## src/rtl/rv_ctrl_pkg.sv

```systemverilog
// Shared encodings for the multi-cycle RV32 subset controller: states, opcodes,
// ALU/immediate selects and trap causes.
package rv_ctrl_pkg;

    typedef enum logic [3:0] {
        S_FETCH    = 4'd0,
        S_DECODE   = 4'd1,
        S_MEMADR   = 4'd2,
        S_MEMREAD  = 4'd3,
        S_MEMWB    = 4'd4,
        S_MEMWRITE = 4'd5,
        S_EXECR    = 4'd6,
        S_EXECI    = 4'd7,
        S_ALUWB    = 4'd8,
        S_BEQ      = 4'd9,
        S_JAL      = 4'd10,
        S_TRAP     = 4'd11
    } state_t;

    localparam logic [6:0] OP_LW  = 7'b0000011;
    localparam logic [6:0] OP_SW  = 7'b0100011;
    localparam logic [6:0] OP_R   = 7'b0110011;
    localparam logic [6:0] OP_I   = 7'b0010011;
    localparam logic [6:0] OP_BEQ = 7'b1100011;
    localparam logic [6:0] OP_JAL = 7'b1101111;

    localparam logic [2:0] ALU_ADD = 3'b000;
    localparam logic [2:0] ALU_SUB = 3'b001;
    localparam logic [2:0] ALU_AND = 3'b010;
    localparam logic [2:0] ALU_OR  = 3'b011;
    localparam logic [2:0] ALU_SLT = 3'b101;

    localparam logic [1:0] ALUOP_ADD   = 2'b00;
    localparam logic [1:0] ALUOP_SUB   = 2'b01;
    localparam logic [1:0] ALUOP_FUNCT = 2'b10;

    localparam logic [1:0] IMM_I = 2'b00;
    localparam logic [1:0] IMM_S = 2'b01;
    localparam logic [1:0] IMM_B = 2'b10;
    localparam logic [1:0] IMM_J = 2'b11;

    localparam logic [1:0] CAUSE_NONE    = 2'b00;
    localparam logic [1:0] CAUSE_ILLEGAL = 2'b01;
    localparam logic [1:0] CAUSE_TIMEOUT = 2'b10;

    function automatic logic [1:0] imm_sel(input logic [6:0] op);
        case (op)
            OP_SW:   return IMM_S;
            OP_BEQ:  return IMM_B;
            OP_JAL:  return IMM_J;
            default: return IMM_I;
        endcase
    endfunction

endpackage

```

## src/rtl/alu_dec.sv

```systemverilog
// ALU control decode: maps aluop/funct3/funct7b5 to the ALU operation and
// flags whether funct3 is one of the supported register/immediate operations.
module alu_dec
    import rv_ctrl_pkg::*;
(
    input  logic [1:0] aluop,
    input  logic [2:0] funct3,
    input  logic       funct7b5,
    input  logic       op5,
    output logic [2:0] alucontrol,
    output logic       legal
);

    always_comb begin
        legal      = (funct3 == 3'b000) || (funct3 == 3'b010) ||
                     (funct3 == 3'b110) || (funct3 == 3'b111);
        alucontrol = ALU_ADD;
        case (aluop)
            ALUOP_SUB: alucontrol = ALU_SUB;
            ALUOP_FUNCT: begin
                case (funct3)
                    // only R-type (op5 = 1) uses funct7b5 to select subtract
                    3'b000:  alucontrol = (funct7b5 & op5) ? ALU_SUB : ALU_ADD;
                    3'b010:  alucontrol = ALU_SLT;
                    3'b110:  alucontrol = ALU_OR;
                    3'b111:  alucontrol = ALU_AND;
                    default: alucontrol = ALU_ADD;
                endcase
            end
            default: alucontrol = ALU_ADD;
        endcase
    end

endmodule

```

## src/rtl/mc_sequencer.sv

```systemverilog
// Multi-cycle control FSM for the RV32 subset datapath, with memory wait-state
// timeout, sticky trap and retired-instruction counter.
//
//   state    | meaning
//   FETCH    | read instruction at PC, PC <= PC + 4 on mem_ready
//   DECODE   | branch target into ALU-out, dispatch on opcode
//   MEMADR   | effective address rs1 + imm
//   MEMREAD  | load data, wait for mem_ready
//   MEMWB    | write load data to rd
//   MEMWRITE | store, memwrite held until mem_ready
//   EXECR    | rs1 op rs2
//   EXECI    | rs1 op imm
//   ALUWB    | write ALU-out to rd
//   BEQ      | compare, take branch on zero
//   JAL      | link = oldPC + 4, PC <= target
//   TRAP     | halted until reset
module mc_sequencer
    import rv_ctrl_pkg::*;
#(
    parameter int CNT_W    = 32,
    parameter int MAX_WAIT = 255
) (
    input  logic             clk,
    input  logic             reset,
    input  logic [6:0]       op,
    input  logic [2:0]       funct3,
    input  logic             funct7b5,
    input  logic             zero,
    input  logic             mem_ready,
    output logic             pcwrite,
    output logic             adrsrc,
    output logic             irwrite,
    output logic             memwrite,
    output logic             regwrite,
    output logic [1:0]       resultsrc,
    output logic [1:0]       alusrca,
    output logic [1:0]       alusrcb,
    output logic [1:0]       immsrc,
    output logic [2:0]       alucontrol,
    output logic             halt,
    output logic [1:0]       cause,
    output logic [CNT_W-1:0] instret
);

    localparam int WAIT_W = $clog2(MAX_WAIT + 1);

    state_t            state, state_next;
    logic [WAIT_W-1:0] wait_cnt;
    logic [1:0]        cause_next;
    logic [1:0]        aluop;
    logic              legal;
    logic              retire;
    logic              mem_state;
    logic              timeout;
    logic              pcwrite_raw, irwrite_raw, memwrite_raw, regwrite_raw;

    alu_dec u_alu_dec (
        .aluop      (aluop),
        .funct3     (funct3),
        .funct7b5   (funct7b5),
        .op5        (op[5]),
        .alucontrol (alucontrol),
        .legal      (legal)
    );

    assign timeout = !mem_ready && (wait_cnt == WAIT_W'(MAX_WAIT));

    always_comb begin
        state_next   = state;
        cause_next   = cause;
        retire       = 1'b0;
        mem_state    = 1'b0;
        pcwrite_raw  = 1'b0;
        irwrite_raw  = 1'b0;
        memwrite_raw = 1'b0;
        regwrite_raw = 1'b0;
        adrsrc       = 1'b0;
        resultsrc    = 2'b00;
        alusrca      = 2'b00;
        alusrcb      = 2'b00;
        aluop        = ALUOP_ADD;
        case (state)
            S_FETCH: begin
                mem_state   = 1'b1;
                alusrcb     = 2'b10;
                resultsrc   = 2'b10;
                irwrite_raw = mem_ready;
                pcwrite_raw = mem_ready;
                if (mem_ready) begin
                    state_next = S_DECODE;
                end else if (timeout) begin
                    state_next = S_TRAP;
                    cause_next = CAUSE_TIMEOUT;
                end
            end
            S_DECODE: begin
                alusrca = 2'b01;
                alusrcb = 2'b01;
                case (op)
                    OP_LW, OP_SW: state_next = S_MEMADR;
                    OP_R:         state_next = legal ? S_EXECR : S_TRAP;
                    OP_I:         state_next = legal ? S_EXECI : S_TRAP;
                    OP_BEQ:       state_next = (funct3 == 3'b000) ? S_BEQ : S_TRAP;
                    OP_JAL:       state_next = S_JAL;
                    default:      state_next = S_TRAP;
                endcase
                if (state_next == S_TRAP) cause_next = CAUSE_ILLEGAL;
            end
            S_MEMADR: begin
                alusrca    = 2'b10;
                alusrcb    = 2'b01;
                state_next = (op == OP_SW) ? S_MEMWRITE : S_MEMREAD;
            end
            S_MEMREAD: begin
                mem_state = 1'b1;
                adrsrc    = 1'b1;
                if (mem_ready) begin
                    state_next = S_MEMWB;
                end else if (timeout) begin
                    state_next = S_TRAP;
                    cause_next = CAUSE_TIMEOUT;
                end
            end
            S_MEMWB: begin
                resultsrc    = 2'b01;
                regwrite_raw = 1'b1;
                retire       = 1'b1;
                state_next   = S_FETCH;
            end
            S_MEMWRITE: begin
                mem_state    = 1'b1;
                adrsrc       = 1'b1;
                memwrite_raw = 1'b1;
                if (mem_ready) begin
                    retire     = 1'b1;
                    state_next = S_FETCH;
                end else if (timeout) begin
                    state_next = S_TRAP;
                    cause_next = CAUSE_TIMEOUT;
                end
            end
            S_EXECR: begin
                alusrca    = 2'b10;
                aluop      = ALUOP_FUNCT;
                state_next = S_ALUWB;
            end
            S_EXECI: begin
                alusrca    = 2'b10;
                alusrcb    = 2'b01;
                aluop      = ALUOP_FUNCT;
                state_next = S_ALUWB;
            end
            S_ALUWB: begin
                regwrite_raw = 1'b1;
                retire       = 1'b1;
                state_next   = S_FETCH;
            end
            S_BEQ: begin
                alusrca     = 2'b10;
                aluop       = ALUOP_SUB;
                pcwrite_raw = zero;
                retire      = 1'b1;
                state_next  = S_FETCH;
            end
            S_JAL: begin
                alusrca     = 2'b01;
                alusrcb     = 2'b10;
                pcwrite_raw = 1'b1;
                state_next  = S_ALUWB;
            end
            S_TRAP:  state_next = S_TRAP;
            default: state_next = S_FETCH;
        endcase
    end

    // Strobes are gated by reset so an asynchronous reset cannot pulse a write.
    assign pcwrite  = pcwrite_raw  & reset;
    assign irwrite  = irwrite_raw  & reset;
    assign memwrite = memwrite_raw & reset;
    assign regwrite = regwrite_raw & reset;
    assign immsrc   = imm_sel(op);
    assign halt     = (state == S_TRAP);

    always_ff @(posedge clk or negedge reset) begin
        if (!reset) begin
            state    <= S_FETCH;
            cause    <= CAUSE_NONE;
            wait_cnt <= '0;
            instret  <= '0;
        end else begin
            state <= state_next;
            cause <= cause_next;
            if (state_next != state) begin
                wait_cnt <= '0;
            end else if (mem_state && !mem_ready) begin
                wait_cnt <= wait_cnt + WAIT_W'(1);
            end
            if (retire) instret <= instret + CNT_W'(1);
        end
    end

endmodule

```

## config.mk

```make
export PLATFORM = sky130hd
export DESIGN_NAME = mc_sequencer
export DESIGN_NICKNAME = d
export VERILOG_FILES = /design/src/rtl/rv_ctrl_pkg.sv /design/src/rtl/alu_dec.sv /design/src/rtl/mc_sequencer.sv
export SDC_FILE = /design/constraint.sdc
export NUM_CORES = 1
export LEC_CHECK = 0
export ABC_AREA = 0
export CORE_MARGIN = 4
export CORE_UTILIZATION = 50
export DETAILED_ROUTE_END_ITERATION = 10
export PLACE_DENSITY = 0.9
export SYNTH_ARGS = -nofsm -noshare
export SYNTH_HDL_FRONTEND = slang
export SYNTH_SLANG_ARGS = --single-unit
```

## constraint.sdc

```tcl
create_clock -name clk -period 2.5 [get_ports clk]
set_input_delay 0.75 -clock clk [delete_from_list [all_inputs] [get_ports clk]]
set_output_delay 0.75 -clock clk [all_outputs]
set_load 0.01 [all_outputs]
```

==> results.cfg <==
[finish]
final_common_cell = buf_4
layout.nets = 446
instances_no_fill = 500
final.fill_count = 331
fin_util = 0.7553
layout_common_cells = buf_4 (58), dfrtp_1 (45), clkdlybuf4s50_1 (35), nand2_1 (31), nor2_1 (27)
n_antenna_cell = 0
area_growth_pct = 46.17
drive_gt1_frac = 0.2827

[clock_tree]
cts.htree.levels = 2
clk_latency_ps = 290
clock-root-buffer = clkbuf_8
cts_max_path_buffers = 2
clock-sinks = 46
cts_tree = done
clkSlewWorstSetupHoldPaths_ps = 90
cts-buffers-inserted = 5
ctsHoldBuffers = 0

[setup_path]
path_max_fanout = 4
reg2reg_from = state[3]
cp_data_required_time_ps = 1750
crit_start = state[1]
crit_path_end_kind = output pin
cp.arrival_ps = 1870
startpoint_type = flip-flop
path_class = flip-flop to output pin

[synth]
synth_top_family_by_area = simple AND/OR/NAND/NOR gates
synth_area_sq_um = 2845
synthXorXnorAreaFrac = 0.1262
synthAdderAreaFrac = 0.01759
synth_cells = 305
synth.area.top_cells = dfrtp_1 (40%), xnor2_1 (6.8%), xor2_1 (5.8%), nand2_1 (4.2%), nor2_1 (3.8%)
synth-compound-area-share = 0.1069
ys_warn_count = 0
synthFlopType = dfrtp_1
yosys_register_bits = 46
synth_mux_area_frac = 0.007476
synthSimpleGateAreaFrac = 0.2898
synth.distinct_cells = 58
yosysTopAreaCellShare = 0.4046
syn_nets = 324
ys_async_sr_fraction = 1.000
synth_edf_count = 0
synth_area_leader_cell = dfrtp_1
ys_seq_area_frac = 0.4046
avgSynthCellArea_sq_um = 9.329

[placed_design]
io_buffers = 65
hpwl_um = 5916
dp_cells = 487
gp_congestion = 0.9209

[drt]
avgViaCountPerCell = 5.850
first_pass_iters = 4
routed_wl_um = 8913
drcViolationCount = 0
vias = 2925
first_iter_violations = 331
ant_nets = 0
post_drt_wl_per_cell_um = 17.83

[grt]
use_met2 = 0.4111
met3_usage = 0.03075
grt_pass1_vias = 2801
grt_pass1_wl_um = 13190
grtUsageMet1 = 0.2780
busiest_layer = met2
grt_antenna_before_repair = 0
grt_overflow = 0
grt_max_degree = 37
grtUsageTotal = 0.2285

[die]
die_area_sq_um = 6961
coreArea_sq_um = 5507
io_pins = 66
initial_utilization = 0.5167
fp-row-count = 27
die_height_um = 83.44
die_width_um = 83.44

[power]
intPower_mw = 2.076
p_per_area_nw_per_um2 = 845.3
clockPowerShare = 0.156
p_comb_frac = 0.578
p_sw_frac = 0.4094
worst_ir_drop_vdd_mv = 0.4105
seqPwrFrac = 0.266
switchingPower_mw = 1.439
total_power_mw = 3.516
leakagePower_nw = 1.925

[job]
maxCapViolCount = 0

[sta]
setup_viol = 1
fin_skew_ps = 7.054
layout_min_cycle_time_ps = 2625
layout_setup_ws_ps = -124.8
relSlewSlack = 0.6854
hold_viol_final = 0
final-max-slew-violation-count = 0
period_share = 1.050
rsz0062_at_grt = true
fmax_ghz = 0.3810
worstMarginPinSlew_ps = 471.9

[run_status]
violations = setup timing
status = finished with violations

[min_path]
hp-class = primary input to async pin
## worst max-delay path: stages, from the launching register on
cell and delay [ps]:
dfrtp_1 430, and2b_2 280, buf_6 110, a21oi_2 40, nor2_1 100, a31oi_1 60, nor4b_2 350, buf_2 210
## layout make-up
| cell class | count | area, sq um | share of cell area |
|---|---|---|---|
| sequential | 46 | 1152 | 0.2771 |
| multi-input combinational | 237 | 1699 | 0.4085 |
| timing repair buffer | 126 | 1065 | 0.2560 |
| tap | 72 | 90.09 | 0.02166 |
| clock inverter | 2 | 37.54 | 0.009025 |
| inverter | 11 | 42.54 | 0.01023 |
| clock buffer | 6 | 72.57 | 0.01745 |
## what timing repair did
action,CTS,global route
setup buffers,2,4
resized for setup,57,32
setup endpoints to repair,31,17
hold endpoints to repair,0,0
pin swaps,6,11
## registers in the layout (all words and copies together), names as in the netlist
register	cells
instret	32
wait_cnt	8
state	4
cause	2
## path summary, 6_finish.rpt
check	slack, ps	end	depth (start not counted)
worst max-delay path	-120	pcwrite	7
worst min-delay path	430	instret[21]	2
worst max register to register	90	instret[17]	10
worst min register to register	480	instret[31]	1
max in group asynchronous	1490	state[3]	3
min in group clk	480	instret[31]	1
## logic make-up after synthesis
logic type / count (synthesis)
compound gates: 40
flops: 46
fa+ha+maj: 4
mux: 2
buf+inv: 22
simple gates: 150
xor+xnor: 41
## per-stage QoR
step	cell area, sq um	hold slack (ps)	setup WS [ps]	setup TNS, ps
2_1_floorplan	2845	454.4	60.65	0
6_report	4159	427.4	-124.8	-124.8
3_5_place_dp	3920	465.8	-589.0	-14490
3_3_place_gp	3920	458.6	-532.3	-11890
4_1_cts	4054	415.6	-242.5	-310.9
5_1_grt	4159	426.6	-189.0	-538.7
## power by group through the flow
stage / combinational [mW] / clock, mW / sequential, mW
2_1_floorplan: 1.00 / 0 / 0.941
3_3_place_gp: 1.76 / 0 / 0.941
3_5_place_dp: 1.80 / 0 / 0.947
4_1_cts: 1.80 / 0.555 / 0.934
5_1_grt: 2.16 / 0.586 / 0.942
6_report: 2.03 / 0.548 / 0.935
## synth_stat cells, drive strengths merged, types with 3 or more instances
cell,count
and3,12
dfrtp,46
nor4,4
nand4,14
ha,4
nor2b,3
nand2b,3
xor2,19
and4,6
buf,7
xnor2,22
a21oi,8
nor3,21
a31oi,5
and2,6
o21ai,11
inv,9
clkbuf,4
nand3,10
o31ai,4
nand2,32
nor2,30
## per-layer routing
layer,up-vias,part of all wire
li1,1317,-
met1,1449,0.38
met2,131,0.53
met3,28,0.055
met4,0,0.031
met5,-,0
Note: power is estimated with default switching activity, not from simulation.
